$ cat src/rtl/decay_pkg.sv
// Shared types, default widths and helpers for the muon decay timer.
//   state_t  : measurement FSM states
//   TW_DEF   : default time/interval width
//   GW_DEF   : default min_gap width
//   CW_DEF   : default event counter width
//   sat_inc  : increment that holds at the all-ones value of a w-bit field
package decay_pkg;

  typedef enum logic [1:0] {
    IDLE  = 2'd0,
    ARMED = 2'd1,
    DEAD  = 2'd2
  } state_t;

  localparam int TW_DEF = 16;
  localparam int GW_DEF = 12;
  localparam int CW_DEF = 32;

  // Value is carried in 64 bits so one helper serves every counter width
  // up to 64; the caller truncates the result back to its own width.
  function automatic logic [63:0] sat_inc(input logic [63:0] v, input int w);
    logic [63:0] top;
    top = (w >= 64) ? {64{1'b1}} : ((64'd1 << w) - 64'd1);
    return (v >= top) ? top : v + 64'd1;
  endfunction

endpackage

$ cat src/rtl/decay_timer_hit_sync_edge.sv
// Three-flop synchroniser for an asynchronous hit line plus a one-cycle
// rising-edge pulse. A hit held high yields a single pulse.
//   clk  : system clock
//   rst  : synchronous active-high reset, clears all three flops
//   hit  : asynchronous discriminator output
//   rise : one-cycle pulse, s2 & ~s3
module hit_sync_edge (
  input  logic clk,
  input  logic rst,
  input  logic hit,
  output logic rise
);

  logic s1, s2, s3;

  always_ff @(posedge clk) begin
    if (rst) begin
      s1 <= 1'b0;
      s2 <= 1'b0;
      s3 <= 1'b0;
    end else begin
      s1 <= hit;
      s2 <= s1;
      s3 <= s2;
    end
  end

  assign rise = s2 & ~s3;

endmodule

$ cat src/rtl/decay_timer.sv
// Muon lifetime timer: measures clock cycles between a first hit (stop)
// and a second hit (decay electron) inside a programmable window, offers
// each interval on a valid/ready port and keeps saturating rate counters.
//   clk, rst            : clock, synchronous active-high reset
//   hit                 : asynchronous discriminator line
//   enable              : measurement enable
//   window, min_gap     : accepted interval range [min_gap, window]
//   dead_time           : hold-off after an event closes (min one cycle)
//   dt, dt_valid, dt_ready : result port
//   busy                : FSM not in IDLE
//   n_first, n_decay, n_timeout, n_lost : saturating event counters
module decay_timer
  import decay_pkg::*;
#(
  parameter int TW = TW_DEF,
  parameter int GW = GW_DEF,
  parameter int CW = CW_DEF
) (
  input  logic          clk,
  input  logic          rst,
  input  logic          hit,
  input  logic          enable,
  input  logic [TW-1:0] window,
  input  logic [GW-1:0] min_gap,
  input  logic [TW-1:0] dead_time,
  output logic [TW-1:0] dt,
  output logic          dt_valid,
  input  logic          dt_ready,
  output logic          busy,
  output logic [CW-1:0] n_first,
  output logic [CW-1:0] n_decay,
  output logic [CW-1:0] n_timeout,
  output logic [CW-1:0] n_lost
);

  logic          rise;
  state_t        state, state_n;
  logic [TW-1:0] t, t_n;
  logic [TW-1:0] d, d_n;
  logic          inc_first, capture, timeout;
  logic          gap_ok;
  logic [TW:0]   d_plus1, dead_eff;

  hit_sync_edge u_sync (
    .clk  (clk),
    .rst  (rst),
    .hit  (hit),
    .rise (rise)
  );

  assign gap_ok   = 32'(t) >= 32'(min_gap);
  assign d_plus1  = {1'b0, d} + (TW+1)'(1);
  // dead_time of 0 behaves like 1: DEAD always lasts at least one cycle.
  assign dead_eff = (dead_time == '0) ? (TW+1)'(1) : {1'b0, dead_time};

  always_comb begin
    state_n   = state;
    t_n       = t;
    d_n       = d;
    inc_first = 1'b0;
    capture   = 1'b0;
    timeout   = 1'b0;
    unique case (state)
      IDLE: begin
        if (rise && enable) begin
          state_n   = ARMED;
          t_n       = TW'(1);
          inc_first = 1'b1;
        end
      end
      ARMED: begin
        // Capture is tested before timeout so an edge at t == window counts.
        if (!enable) begin
          state_n = IDLE;
        end else if (rise && gap_ok) begin
          capture = 1'b1;
          state_n = DEAD;
          d_n     = '0;
        end else if (t >= window) begin
          timeout = 1'b1;
          state_n = DEAD;
          d_n     = '0;
        end else if (t != '1) begin
          t_n = t + TW'(1);
        end
      end
      DEAD: begin
        if (!enable) begin
          state_n = IDLE;
        end else if (d_plus1 < dead_eff) begin
          d_n = d + TW'(1);
        end else begin
          state_n = IDLE;
        end
      end
      default: state_n = IDLE;
    endcase
  end

  always_ff @(posedge clk) begin
    if (rst) begin
      state     <= IDLE;
      t         <= '0;
      d         <= '0;
      dt        <= '0;
      dt_valid  <= 1'b0;
      busy      <= 1'b0;
      n_first   <= '0;
      n_decay   <= '0;
      n_timeout <= '0;
      n_lost    <= '0;
    end else begin
      state <= state_n;
      t     <= t_n;
      d     <= d_n;
      // busy is computed from the next state so it matches state exactly.
      busy  <= (state_n != IDLE);

      if (inc_first) n_first   <= CW'(sat_inc(64'(n_first), CW));
      if (timeout)   n_timeout <= CW'(sat_inc(64'(n_timeout), CW));

      if (capture) begin
        n_decay <= CW'(sat_inc(64'(n_decay), CW));
        // A slot is free if empty or being drained this very cycle.
        if (!dt_valid || dt_ready) begin
          dt       <= t;
          dt_valid <= 1'b1;
        end else begin
          n_lost <= CW'(sat_inc(64'(n_lost), CW));
        end
      end else if (dt_valid && dt_ready) begin
        dt_valid <= 1'b0;
      end
    end
  end

endmodule
$ cat config.mk
export PLATFORM = sky130hd
export DESIGN_NAME = decay_timer
export DESIGN_NICKNAME = d
export VERILOG_FILES = /design/src/rtl/decay_pkg.sv /design/src/rtl/decay_timer_hit_sync_edge.sv /design/src/rtl/decay_timer.sv
export SDC_FILE = /design/constraint.sdc
export NUM_CORES = 1
export LEC_CHECK = 0
export BUFFER_PORTS_ARGS = -buffer_cell sky130_fd_sc_hd__clkbuf_2
export CAP_MARGIN = 5
export CORE_MARGIN = 2
export CORE_UTILIZATION = 25
export DETAILED_ROUTE_END_ITERATION = 6
export GPL_TIMING_DRIVEN = 0
export PLACE_DENSITY = 0.49
export SYNTH_ARGS = -nofsm -noshare
export SYNTH_HDL_FRONTEND = slang
export SYNTH_SLANG_ARGS = --single-unit
$ cat constraint.sdc
create_clock -name clk -period 3.35 [get_ports clk]
set_clock_uncertainty 0.05 [all_clocks]
set_input_delay 0.335 -clock clk [delete_from_list [all_inputs] [get_ports clk]]
set_output_delay 0.335 -clock clk [all_outputs]
set_load 0.02 [all_outputs]
==> results of run 1 <==
## final cells by class
cell class,count,area (um2)
repair buffers,217,1150
fillers,4166,26100
plain buffers,54,307
clock inverters,14,198
inverters,58,218
well taps,518,648
clock buffers,18,429
multi-input cells,875,5780
flip-flops and latches,183,3680
## flip-flops by register name (all words and copies together), names as in the netlist
signal     count
state          2
n_lost        32
u_sync.s3      1
dt            16
n_first       32
u_sync.s2      1
n_timeout     32
t             16
dt_valid       1
busy           1
u_sync.s1      1
n_decay       32
d             16
## critical path: stages (launching register included)
cell	delay, ns
dfxtp_4	0.38
nand2_2	0.06
or3_4	0.40
or3_4	0.36
xnor2_2	0.19
ha_1	0.26
and3_4	0.16
a221o_1	0.32
nand2_1	0.07
o211ai_1	0.10
a41oi_2	0.19
buf_6	0.14
a22o_4	0.15
nor2_4	0.06
a221o_1	0.36
## power breakdown
group | total [uW] | leakage (uW) | internal, uW | switching, uW
clock network | 2210 | 0.000301 | 1260 | 952
logic | 167 | 0.00339 | 56.3 | 111
registers | 2180 | 0.00148 | 2170 | 2.78
## cells in the final DEF (no fill, tap or decap), drive strengths merged, types with 3 or more instances in the layout
cell    instances
a211oi         13
a21o           14
a21oi         111
a311oi         14
a31oi          11
a41oi           5
and2           13
and3           43
and4           21
buf            43
bufinv          4
clkbuf        246
clkinv          6
dfxtp         183
ha             49
inv            60
mux2i           9
nand2         118
nand2b          5
nand3          78
nand3b          3
nand4          36
nor2           87
nor2b           8
nor3           30
nor3b           4
nor4            7
o21ai          41
o22ai           3
o31ai          12
or2             7
or3             5
xnor2          43
xor2           59
## routing by layer
metal,share of wire,track usage
met1,0.48,0.204
met2,0.46,0.247
met3,0.050,0.0366
met4,0.0094,0.0407
met5,0,0
## per-stage QoR
| step | utilization | area (um2) |
|---|---|---|
| 6_report | 0.322 | 12400 |
| 3_5_place_dp | 0.296 | 11400 |
| 3_3_place_gp | 0.296 | 11400 |
| 2_1_floorplan | - | 9790 |
| 4_1_cts | 0.319 | 12300 |
| 5_1_grt | 0.322 | 12400 |
## path summary, 6_finish.rpt
kind | cells after the start | slack (ns) | endpoint
worst max register to register | 14 | -0.006 | d[2]$_SDFFE_PP0P_
worst min-delay path | 2 | 0.13 | u_sync.s1$_SDFF_PP0_
worst min register to register | 1 | 0.39 | u_sync.s2$_SDFF_PP0_
worst max-delay path | 14 | -0.006 | d[2]$_SDFFE_PP0P_
## cell families after synthesis
logic type,Yosys count,synth area share
simple gates,473,0.254
mux,9,0.00923
xor+xnor,102,0.0916
buf+inv,112,0.0507
fa+ha+maj,49,0.0628
flops,183,0.376
compound gates,242,0.156
## what timing repair did
action                                  in CTS  in global routing
pin swaps                                   27                 13
hold endpoints to repair                     0                  0
endpoints found under the setup margin      37                 59
buffers inserted                            18                  4
cloned                                       1                  0
resized for setup                           31                 21
==> results.json, run 1 <==
{
  "setup_tns_ns": -0.00607,
  "hpwl_um": 23300,
  "yosysSeqAreaShare": 0.376,
  "diodes": 0,
  "fmax_mhz": 298,
  "ir_drop_v": 0.000357,
  "hold_class": "in2reg",
  "required_ns": 3.63,
  "final-max-slew-violation-count": 0,
  "gp_congestion": 0.793,
  "clkTransAtPathRegs_ns": 0.07,
  "grtUsageTotal": 0.153,
  "drt-wirelength-per-cell_um": 16.1,
  "yosysWarnings": 0,
  "route.antenna.remaining_nets": 0,
  "synth_most_common_cell": "dfxtp_1",
  "fin_cells": 1937,
  "violations": "negative setup slack",
  "worst_slack_ns": -0.00607,
  "row_count": 72,
  "antenna_found_initial": 0,
  "startpoint": "d[1]$_SDFFE_PP0P_",
  "p_leak_uw": 0.00517,
  "clock_latency_ns": 0.45,
  "critPathArrivalTime_ns": 3.64,
  "cp_max_fo": 4,
  "clockBufferDepth": 2,
  "period_share": 1.00,
  "area.growth.synth_to_final_pct": 27.3,
  "slew_headroom": 0.417,
  "syn_area_per_cell_um2": 8.34,
  "power_uw": 4550,
  "place_ws_ns": -0.515,
  "clock-root-buffer": "clkbuf_16",
  "dp.cells": 1882,
  "worst_pin_slew_ns": 0.874,
  "rsz0062_at_grt": "yes",
  "hold_violations": 0,
  "cts_tree": "built",
  "grt_max_degree": 17,
  "ctsHoldBuffers": 0,
  "cp-start-kind": "register",
  "synth_common_cells": "dfxtp_1 (183), nand2_1 (116), a21oi_1 (110)",
  "wirelength_um": 31200,
  "io_buffers": 194,
  "cts_buffers": 17,
  "synthTopCellsByArea": "dfxtp_1 (38%), ha_1 (6.3%), a21oi_1 (5.6%), xor2_1 (5.3%), nand2_1 (4.5%)",
  "synth_flop_cell": "dfxtp_1",
  "min-delay-start": "hit",
  "power_density_nw_per_um2": 367,
  "cts_max_level": 4,
  "grt_first_pass_wirelength_um": 49200,
  "outcome": "finished with violations",
  "ys_async_sr_fraction": 0,
  "max_cap_viol_count": 0,
  "hold_ws_ns": 0.128,
  "grt_pass1_vias": 8738,
  "syn_inst": 1170,
  "end_kind": "register",
  "synth_edf_count": 0,
  "netlist-cell-type-count": 69,
  "first_iter_violations": 469,
  "reg2reg_from": "d[1]$_SDFFE_PP0P_",
  "coreArea_um2": 38600,
  "cts_sinks": 183,
  "initial_core_util": 0.253,
  "vias": 9103,
  "synth_seq_cells": 183,
  "ioPinCount": 195,
  "grt_overflow": 0,
  "die_w_um": 202,
  "synth_nets": 1268,
  "via_per_inst": 4.70,
  "fin_nets": 1504,
  "die_height_um": 202,
  "die_area_um2": 40600,
  "min_period_ns": 3.36,
  "drive_gt1_frac": 0.233,
  "synth.cell_area_um2": 9760,
  "path_class": "reg2reg",
  "synth_top_area_share": 0.376,
  "remaining_drc_errors": 0,
  "synth_top_cell_by_area": "dfxtp_1",
  "first_pass_iters": 5,
  "setup_violations": 1
}
No activity file was read; power rests on OpenSTA's default activity.
==> inputs of run 2 (changes only) <==
PLACE_DENSITY = 0.48   (was 0.49)
clock period = 4.35 ns   (was 3.35 ns; I/O delays follow)
==> results.json, run 2 (synthesized netlist as in run 1, its figures left out) <==
{
  "diodes": 0,
  "clock_latency_ns": 0.45,
  "grt_max_degree": 17,
  "ioPinCount": 195,
  "fill_cells": 4199,
  "die_height_um": 202,
  "power_uw": 3330,
  "hpwl_um": 23200,
  "crit_path_top_delay_cell": "or2_2",
  "max_cap_viol_count": 0,
  "coreArea_um2": 38600,
  "die_area_um2": 40600,
  "place_ws_ns": 0.0953,
  "comb_power_share": 0.038,
  "netSwitchingFraction": 0.242,
  "setup_violations": 0,
  "p_leak_uw": 0.00494,
  "clockBufferDepth": 2,
  "seqPwrFrac": 0.505,
  "die_w_um": 202,
  "dp.cells": 1882,
  "hold_ws_ns": 0.215,
  "required_ns": 4.63,
  "fin_cells": 1915,
  "rsz0062_at_grt": "no",
  "min_period_ns": 3.95,
  "clock-root-buffer": "clkbuf_16",
  "worstPathCellList": "ha_1 -> and3_1 -> and3_1 -> nand4_1 -> or2_2 -> xnor2_1 -> ha_1 -> a21o_1 -> a211oi_1 -> o211ai_1 -> a41oi_2 -> buf_4 -> a22o_4 -> nor2_4 -> a221o_1",
  "cts_sinks": 183,
  "critPathArrivalTime_ns": 4.23,
  "hold_depth": 2,
  "io_buffers": 194,
  "grt_overflow": 0,
  "power_density_nw_per_um2": 278,
  "worst-r2r-setup-slack_ns": 0.40,
  "antenna_found_initial": 0,
  "cts_buffers": 17,
  "min-delay-start": "hit",
  "grt_pass1_vias": 8660,
  "grt_first_pass_wirelength_um": 48900,
  "fin_nets": 1483,
  "final_common_cell": "clkbuf_2",
  "r2r_end": "d[2]$_SDFFE_PP0P_",
  "hold_class": "in2reg",
  "clkTransAtPathRegs_ns": 0.07,
  "area.growth.synth_to_final_pct": 22.5,
  "grtUsageTotal": 0.152,
  "period_share": 0.908,
  "cp_max_fo": 7,
  "gp_congestion": 0.797,
  "crit_path_max_incr_delay_ns": 0.40,
  "switching_power_uw": 805,
  "worst_slack_ns": 0.399,
  "ctsHoldBuffers": 0,
  "remaining_drc_errors": 0,
  "clockPowerShare": 0.457,
  "setup_tns_ns": 0,
  "cts_max_level": 4,
  "cts_tree": "built",
  "ir_drop_v": 0.000279,
  "outcome": "finished clean",
  "initial_core_util": 0.253,
  "final-max-slew-violation-count": 0,
  "end_kind": "register",
  "vias": 9037,
  "drt-wirelength-per-cell_um": 16.2,
  "drive_gt1_frac": 0.195,
  "layout_common_cells": "clkbuf_2 (194), dfxtp_1 (182), nand2_1 (116)",
  "p_int_uw": 2520,
  "hold_violations": 0,
  "reg2reg_from": "d[0]$_SDFFE_PP0P_",
  "first_iter_violations": 414,
  "via_per_inst": 4.72,
  "row_count": 72,
  "worst_pin_slew_ns": 1.25,
  "cp-start-kind": "register",
  "min_to": "u_sync.s1$_SDFF_PP0_",
  "first_pass_iters": 5,
  "wirelength_um": 31000,
  "route.antenna.remaining_nets": 0,
  "path_class": "reg2reg",
  "slew_headroom": 0.165,
  "fmax_mhz": 253,
  "reg2reg_depth": 15
}
-- run 2: final cells by class --
cell class                 instances  area [um2]  area share
multi-input combinational        875        5610       0.469
sequential                       183        3660       0.307
timing repair buffer             196         986      0.0825
tap                              518         648      0.0542
clock buffer                      20         447      0.0374
buffer                            54         277      0.0231
inverter                          58         218      0.0182
clock inverter                    11         104     0.00869
-- run 2: how the worst max path moves through the flow --
stage                                 start            endpoint  slack [ns]  cells past startpoint
after floorplan           d[0]$_SDFFE_PP0P_   d[2]$_SDFFE_PP0P_        0.81                     14
after global placement    d[0]$_SDFFE_PP0P_  d[12]$_SDFFE_PP0P_        0.13                     15
after detailed placement  d[0]$_SDFFE_PP0P_  d[14]$_SDFFE_PP0P_         0.1                     15
after CTS                 d[0]$_SDFFE_PP0P_   d[6]$_SDFFE_PP0P_        0.06                     15
after global routing      d[0]$_SDFFE_PP0P_   d[9]$_SDFFE_PP0P_        0.07                     16
final                     d[0]$_SDFFE_PP0P_   d[2]$_SDFFE_PP0P_        0.40                     15
-- run 2: what timing repair did --
item | CTS | global route
setup buffers | 0 | 2
setup endpoints to repair | 0 | 15
endpoints found under the hold margin | 0 | 0
resized for setup | 0 | 2
-- run 2: power groups by stage --
stage | clock [uW] | combinational [uW] | sequential, uW
after detailed placement | 0 | 129 | 1720
after global routing | 1640 | 143 | 1680
final | 1520 | 126 | 1680
after global placement | 0 | 128 | 1720
after floorplan | 0 | 63.4 | 1720
after CTS | 1580 | 130 | 1680
-- run 2: metrics by stage --
stage / area [um2] / util
after floorplan: 9760 / -
after global placement: 11400 / 0.295
after detailed placement: 11400 / 0.295
after CTS: 11900 / 0.309
after global routing: 11900 / 0.310
final: 11900 / 0.310
-- run 2: routing by layer --
layer	vias up	wire length (um)	track usage
met2	150	14100	0.243
met4	0	384	0.0420
met3	21	1200	0.0314
met1	4249	15300	0.208
li1	4617	-	-
met5	-	0	0
-- run 2: worst max-delay path, delay by kind of cell, from the launching register on --
family	cells	cell delay (ns)
buffers and inverters	1	0.17
and+or+nand+nor	5	1.18
DFF	1	0.39
xor gates and xnor gates	1	0.21
AOI/OAI and AO/OA	6	1.31
adders and majority gates	2	0.53
==> inputs of run 3 (changes only) <==
CORE_MARGIN = 3   (was 2)
==> results.json, run 3 (synthesized netlist as in run 1, its figures left out) <==
{
  "first_pass_iters": 5,
  "route.antenna.remaining_nets": 0,
  "comb_power_share": 0.036,
  "drt-wirelength-per-cell_um": 16.1,
  "worst-r2r-setup-slack_ns": 0.28,
  "worst_slack_ns": 0.283,
  "clock_latency_ns": 0.45,
  "area.growth.synth_to_final_pct": 22.7,
  "remaining_drc_errors": 0,
  "grt_overflow": 0,
  "cts_sinks": 183,
  "required_ns": 4.63,
  "seqPwrFrac": 0.493,
  "fin_util": 0.315,
  "cp_max_fo": 7,
  "hold_depth": 2,
  "dpl_cell_area_um2": 11400,
  "gp_congestion": 0.793,
  "first_iter_violations": 475,
  "outcome": "finished clean",
  "grt_max_degree": 17,
  "hold_class": "in2reg",
  "clock-root-buffer": "clkbuf_16",
  "cp-start-kind": "register",
  "setup_tns_ns": 0,
  "fill_cells": 4165,
  "fin_nets": 1483,
  "top_usage_layer": "met2",
  "p_int_uw": 2600,
  "coreArea_um2": 38000,
  "ir_drop_v": 0.000265,
  "setup_violations": 0,
  "clockBufferDepth": 2,
  "row_count": 71,
  "switching_power_uw": 804,
  "reg2reg_depth": 15,
  "power_density_nw_per_um2": 284,
  "layout_common_cells": "clkbuf_2 (194), dfxtp_1 (183), nand2_1 (116)",
  "p_leak_uw": 0.00495,
  "ioPinCount": 195,
  "period_share": 0.935,
  "die_area_um2": 41400,
  "clockPowerShare": 0.470,
  "place_ws_ns": 0.0472,
  "grt_util_met1": 0.203,
  "grt.met3_usage": 0.0353,
  "io_buffers": 194,
  "final-max-slew-violation-count": 0,
  "min_period_ns": 4.07,
  "hpwl_um": 23400,
  "path_class": "reg2reg",
  "grt_first_pass_wirelength_um": 49200,
  "netSwitchingFraction": 0.236,
  "die_w_um": 204,
  "diodes": 0,
  "hold_violations": 0,
  "clkTransAtPathRegs_ns": 0.07,
  "max_cap_viol_count": 0,
  "ctsHoldBuffers": 0,
  "grt_pass1_vias": 8735,
  "critPathArrivalTime_ns": 4.35,
  "worst_pin_slew_ns": 1.28,
  "die_height_um": 204,
  "vias": 9015,
  "grtUsageTotal": 0.149,
  "slew_headroom": 0.149,
  "drive_gt1_frac": 0.195,
  "cts_buffers": 17,
  "cts_tree": "built",
  "rsz0062_at_grt": "no",
  "final_common_cell": "clkbuf_2",
  "grt_use_met2": 0.233,
  "end_kind": "register",
  "cts_max_level": 4,
  "via_per_inst": 4.72,
  "initial_core_util": 0.257,
  "fmax_mhz": 246,
  "antenna_found_initial": 0,
  "fin_area_um2": 12000,
  "wirelength_um": 30700
}
run 3: routing by layer:
layer | up-vias | routed length, um
li1 | 4621 | -
met1 | 4203 | 15000
met2 | 164 | 13800
met3 | 27 | 1440
met4 | 0 | 555
met5 | - | 0
run 3: path summary, 6_finish.rpt:
kind,from,to
worst max-delay path,d[0]$_SDFFE_PP0P_,d[2]$_SDFFE_PP0P_
worst min-delay path,hit,u_sync.s1$_SDFF_PP0_
worst max register to register,d[0]$_SDFFE_PP0P_,d[2]$_SDFFE_PP0P_
worst min register to register,u_sync.s1$_SDFF_PP0_,u_sync.s2$_SDFF_PP0_
run 3: timing repair:
item	in CTS	in global routing
buffers inserted	0	2
resized for setup	0	1
endpoints found under the setup margin	0	15
run 3: final cells by class:
type | count | area [um2] | area share
plain buffers | 54 | 277 | 0.0231
clock buffers | 22 | 464 | 0.0388
clock inverters | 10 | 119 | 0.00993
inverters | 58 | 218 | 0.0182
multi-input cells | 875 | 5610 | 0.468
flip-flops and latches | 183 | 3660 | 0.306
well taps | 511 | 639 | 0.0534
repair buffers | 196 | 986 | 0.0824
run 3: power groups by stage:
stage | registers (uW) | logic [uW] | clock network [uW]
final | 1680 | 124 | 1600
after global routing | 1680 | 142 | 1710
after CTS | 1680 | 129 | 1650
after detailed placement | 1720 | 128 | 0
after global placement | 1720 | 127 | 0
after floorplan | 1720 | 63.4 | 0
run 3: critical path, cell delays in order, from the launching register on:
cell      delay (ns)
dfxtp_1         0.45
ha_1            0.26
and3_1          0.27
and3_1          0.21
nand4_1         0.25
or2_2           0.41
xnor2_1         0.22
ha_1            0.28
a21o_1          0.18
a211oi_1        0.23
o211ai_1        0.14
a41oi_2         0.26
buf_4           0.18
a22o_4          0.18
nor2_4          0.05
a221o_1         0.36
run 3: per-stage QoR:
step / power, uW / hold slack, ns / instances
global placement: 1840 / 0.385 / 1875
floorplan: 1780 / 0.364 / 1170
global route: 3530 / 0.210 / 1909
CTS: 3460 / 0.190 / 1907
finish: 3400 / 0.213 / 1909
detailed placement: 1850 / 0.378 / 1875
